===== src/rtl/pipeline_hazard_ctrl.sv =====
// rtl/pipeline_hazard_ctrl.sv - load-use stall and taken-branch flush control with saturating perf counters
module pipeline_hazard_ctrl #(
    parameter int LOAD_LAT = 1
) (
    input  logic        clk,
    input  logic        rst_n,
    input  logic        idex_MemRead,
    input  logic [4:0]  idex_writeReg,
    input  logic [4:0]  ifid_readReg1,
    input  logic [4:0]  ifid_readReg2,
    input  logic        ifid_usesReg2,
    input  logic        exmem_BranchTaken,
    input  logic        cnt_clr,
    output logic        pc_write,
    output logic        ifid_write,
    output logic        idex_bubble,
    output logic        ifid_flush,
    output logic        idex_flush,
    output logic        exmem_flush,
    output logic [1:0]  hz_state,
    output logic [15:0] stall_cycles,
    output logic [15:0] flush_events
);

    typedef enum logic [1:0] {
        RUN   = 2'b00,
        STALL = 2'b01
    } hz_state_t;

    localparam logic [3:0]  LAT_M1  = 4'(LOAD_LAT - 1);
    localparam logic [15:0] CNT_MAX = 16'hFFFF;

    hz_state_t  state_q, state_d;
    logic [3:0] rem_q, rem_d;
    logic       hazard;

    // XZR (r31) is hardwired zero, so a load targeting it can never create a dependency
    assign hazard = idex_MemRead && (idex_writeReg != 5'd31) &&
                    ((idex_writeReg == ifid_readReg1) ||
                     (ifid_usesReg2 && (idex_writeReg == ifid_readReg2)));

    always_comb begin
        state_d     = state_q;
        rem_d       = rem_q;
        pc_write    = 1'b1;
        ifid_write  = 1'b1;
        idex_bubble = 1'b0;
        ifid_flush  = 1'b0;
        idex_flush  = 1'b0;
        exmem_flush = 1'b0;
        if (!rst_n) begin
            state_d = RUN;
            rem_d   = 4'd0;
        end else if (exmem_BranchTaken) begin
            // A taken branch squashes the younger instructions, including any stalled one
            ifid_flush  = 1'b1;
            idex_flush  = 1'b1;
            exmem_flush = 1'b1;
            state_d     = RUN;
            rem_d       = 4'd0;
        end else begin
            case (state_q)
                RUN: begin
                    if (hazard) begin
                        pc_write    = 1'b0;
                        ifid_write  = 1'b0;
                        idex_bubble = 1'b1;
                        if (LOAD_LAT > 1) begin
                            state_d = STALL;
                            rem_d   = LAT_M1;
                        end
                    end
                end
                STALL: begin
                    pc_write    = 1'b0;
                    ifid_write  = 1'b0;
                    idex_bubble = 1'b1;
                    rem_d       = rem_q - 4'd1;
                    if (rem_q == 4'd1) begin
                        state_d = RUN;
                    end
                end
                default: begin
                    state_d = RUN;
                    rem_d   = 4'd0;
                end
            endcase
        end
    end

    always_ff @(posedge clk or negedge rst_n) begin
        if (!rst_n) begin
            state_q <= RUN;
            rem_q   <= 4'd0;
        end else begin
            state_q <= state_d;
            rem_q   <= rem_d;
        end
    end

    always_ff @(posedge clk or negedge rst_n) begin
        if (!rst_n) begin
            stall_cycles <= 16'd0;
            flush_events <= 16'd0;
        end else if (cnt_clr) begin
            stall_cycles <= 16'd0;
            flush_events <= 16'd0;
        end else begin
            if (!pc_write && (stall_cycles != CNT_MAX)) begin
                stall_cycles <= stall_cycles + 16'd1;
            end
            if (exmem_BranchTaken && (flush_events != CNT_MAX)) begin
                flush_events <= flush_events + 16'd1;
            end
        end
    end

    assign hz_state = state_q;

endmodule


===== config.mk =====
export PLATFORM = sky130hd
export DESIGN_NAME = pipeline_hazard_ctrl
export DESIGN_NICKNAME = d
export VERILOG_FILES = /design/src/rtl/pipeline_hazard_ctrl.sv
export SDC_FILE = /design/constraint.sdc
export NUM_CORES = 1
export LEC_CHECK = 0
export CAP_MARGIN = 30
export CELL_PAD_IN_SITES_DETAIL_PLACEMENT = 0
export CELL_PAD_IN_SITES_GLOBAL_PLACEMENT = 1
export CORE_MARGIN = 5
export CORE_UTILIZATION = 45
export DETAILED_ROUTE_END_ITERATION = 10
export DONT_BUFFER_PORTS = 1
export MAX_ROUTING_LAYER = met4
export PLACE_DENSITY_LB_ADDON = 0.08
export RECOVER_POWER = 100
export SKIP_LAST_GASP = 1
export SLEW_MARGIN = 20
export SYNTH_ARGS = -nofsm -noshare
export SYNTH_HDL_FRONTEND = slang
export SYNTH_SLANG_ARGS = --single-unit

===== constraint.sdc =====
create_clock -name clk -period 2.7 [get_ports clk]
set_input_delay 0.675 -clock clk [delete_from_list [all_inputs] [get_ports clk]]
set_output_delay 0.675 -clock clk [all_outputs]
set_load 0.03 [all_outputs]

==> impl_results.md <==
- CP arrival: 1750 ps
- Detail Route Antenna Nets: 0
- Critical-path cell list: xor2_1 > nor4_1 > a32oi_1 > nor2_4 > clkbuf_1
- Fin nets: 252
- Outcome: finished clean
- Yosys reg bits: 32
- Library cells used by synthesis: 40
- Max stage delay on crit path: 310 ps
- Slowest stage cell, crit path: clkbuf_1
- Hold Slack: 85.1 ps
- Crit-path max FO: 3
- Resize count post-CTS: 0
- Synth warnings: 0
- Number of setup violations in the final report: 0
- Detailed Routing Iterations Pass 1: 4
- CP endpoint kind: primary output
- Clock tree buffer depth: 2
- Grt ovf: 0
- Synth Cell Area: 2010 um^2
- Worst r2r path cells: 7
- # diodes: 0
- Core ar.: 4350 um^2
- Clk_lat worst skew: 280 ps
- Total track usage: 17.8%
- R2R Path End: flush_events[1]
- Root Buffer Master: clkbuf_8
- Final Non-Filler Cells: 282
- Vias post-DR: 1,746
- Vias in the first global route: 1,673
- IO Count: 61
- CTS tree: built
- Cell count after synthesis: 220
- Placed Cells: 274
- Max-capacitance violation count: 0
- WL per Instance: 17.2 um
- Clk slew on worst S/H paths: 70 ps
- Placer Congestion: 0.807
- P_leak: 0.845 nW
- CTS Buf Count: 5
- Pre-CTS setup slack: 269 ps
- Hold Vio Cnt, Final: 0
- Minimum clock period: 2430 ps
- HPWL after DPL: 3560 um
- Fin crit share: 89.9%
- Most used flip-flop cell after synthesis: dfrtp_1
- First-pass GRT wire length: 8420 um
- Total Routed Length: 4860 um
- Clock sinks: 32
- CP Launch Type: input port
- Worst setup path startpoint: idex_writeReg[3]
- PortBufs: 0
- Layout area overhead: 6.74%
- Setup TNS after final layout: 0 ps
- Hold-fix buffers, CTS: 0
- Post-CTS Repair Setup Buffers: 0
- Final worst slack: 274 ps
- Area leader, netlist: dfrtp_1
- R2R setup slack: 340 ps
- Drt initial violations: 66
- Die height: 76.8 um
- Max Slew Vio Count: 0
- Actual slew at the worst max-slew pin: 1050 ps
- CP endpoint: idex_bubble
- Post-synth ARST share: 100%
- Slew HR: 30.1%
- Reg2reg start: flush_events[0]
- Die Wd: 76.8 um
- Critical Path RT: 2030 ps
- Top achievable clock speed: 412 MHz
- Worst vdd ir: 0.247 mV
- Min-delay worst type: in2async
- Die ar.: 5890 um^2
- Starting Density: 46.1%
- RSZ-0062 raised after global routing: false
- DR vias/cell: 6.19
- Share of cells above drive strength 1: 7.39%
- Post-route cell area: 2140 um^2
- DRC Markers: 0
- Antenna violations before repair: 0
- Sequential fraction of the synthesis area: 39.9%
- H-tree Lvls: 2
- Dpl cell area: 2120 um^2
- Max Clock Skew: 4.45 ps
- Top-area cell type share of the netlist area: 39.9%
- Area contributors post-synth: dfrtp_1 40%, xor2_1 8.7%, nor2_1 4.3%
- Syn avg cell area: 9.12 um^2
- CP Class: in2out
- Largest net degree at the start of global routing: 38
- Pwr dens: 431 nW/um^2
- Row Count: 24
- Post-synth EDFFs: 0
registers in the layout, indices dropped and copies added (netlist names):
signal        cells
flush_events     16
stall_cycles     16
worst max-delay path: cells and delay by family:
kind                      cells  cell delay (ps)
buffers and inverters         1              310
and+or+nand+nor               2              420
AOI/OAI and AO/OA             1              210
xor gates and xnor gates      1              140
metal layers:
metal / global-route usage, % / wire length (um) / up-vias
li1: - / - / 823
met1: 22.2 / 2060 / 826
met2: 27.0 / 2240 / 95
met3: 7.03 / 551 / 2
met4: 4.20 / 12 / 0
met5: - / 0 / -
how the worst min path moves through the flow:
stage | startpoint | endpoint | slack [ps] | cells after the start
final | rst_n | stall_cycles[13] | 90 | 0
after global routing | rst_n | flush_events[2] | 60 | 0
after CTS | rst_n | flush_events[4] | 70 | 0
after detailed placement | rst_n | stall_cycles[13] | 380 | 0
after global placement | rst_n | stall_cycles[13] | 380 | 0
after floorplan | rst_n | flush_events[0] | 380 | 0
power by group:
part | internal, W | switching [W] | total (W)
sequential | 0.000483 | 0.00000459 | 0.000487
clock | 0.000208 | 0.000171 | 0.000379
combinational | 0.0000184 | 0.0000387 | 0.0000571
cell type report:
type / instances / area, um^2
Inverter: 2 / 7.51
Clock buffer: 8 / 90.1
Sequential cell: 32 / 801
Tap cell: 52 / 65.1
Timing Repair Buffer: 16 / 65.1
Multi-Input combinational cell: 172 / 1110
Fill cell: 459 / 2210
cell usage in the layout, fill, tap and decap left out, types with 6 or more instances in the layout:
cell	synthesis	layout
nor3_1	6	6
xor2_1	20	20
and3_1	10	10
o21ai_0	8	8
or4_1	6	6
nor2_1	23	22
nand4_1	11	11
clkbuf_8	0	6
dfrtp_1	32	32
nand2_1	7	8
nor4_1	5	6
nand3_1	12	12
a21oi_1	10	10
clkbuf_1	8	16
cell usage after synthesis (all sizes together), types with 7 or more instances:
cell     n
dfrtp   32
nor2    23
xor2    20
nand3   12
nand4   11
a21oi   10
and3    10
clkbuf   8
nand2    8
o21ai    8
buf      7
stage by stage:
| step | total power (W) | utilization [%] |
|---|---|---|
| after floorplan | 0.000561 | - |
| after global placement | 0.000557 | 48.8 |
| after detailed placement | 0.000559 | 48.8 |
| after CTS | 0.000948 | 50.9 |
| after global routing | 0.000978 | 49.2 |
| final | 0.000923 | 49.2 |
kinds of logic after synthesis:
| family | synth area share [%] |
|---|---|
| other cells | 0.187 |
| simple gates | 28.3 |
| fa+ha+maj | 1.25 |
| flops | 39.9 |
| buf+inv | 4.37 |
| mux | 3.31 |
| xor+xnor | 10.5 |
| compound gates | 12.2 |
No activity file was read; power rests on OpenSTA's default activity.
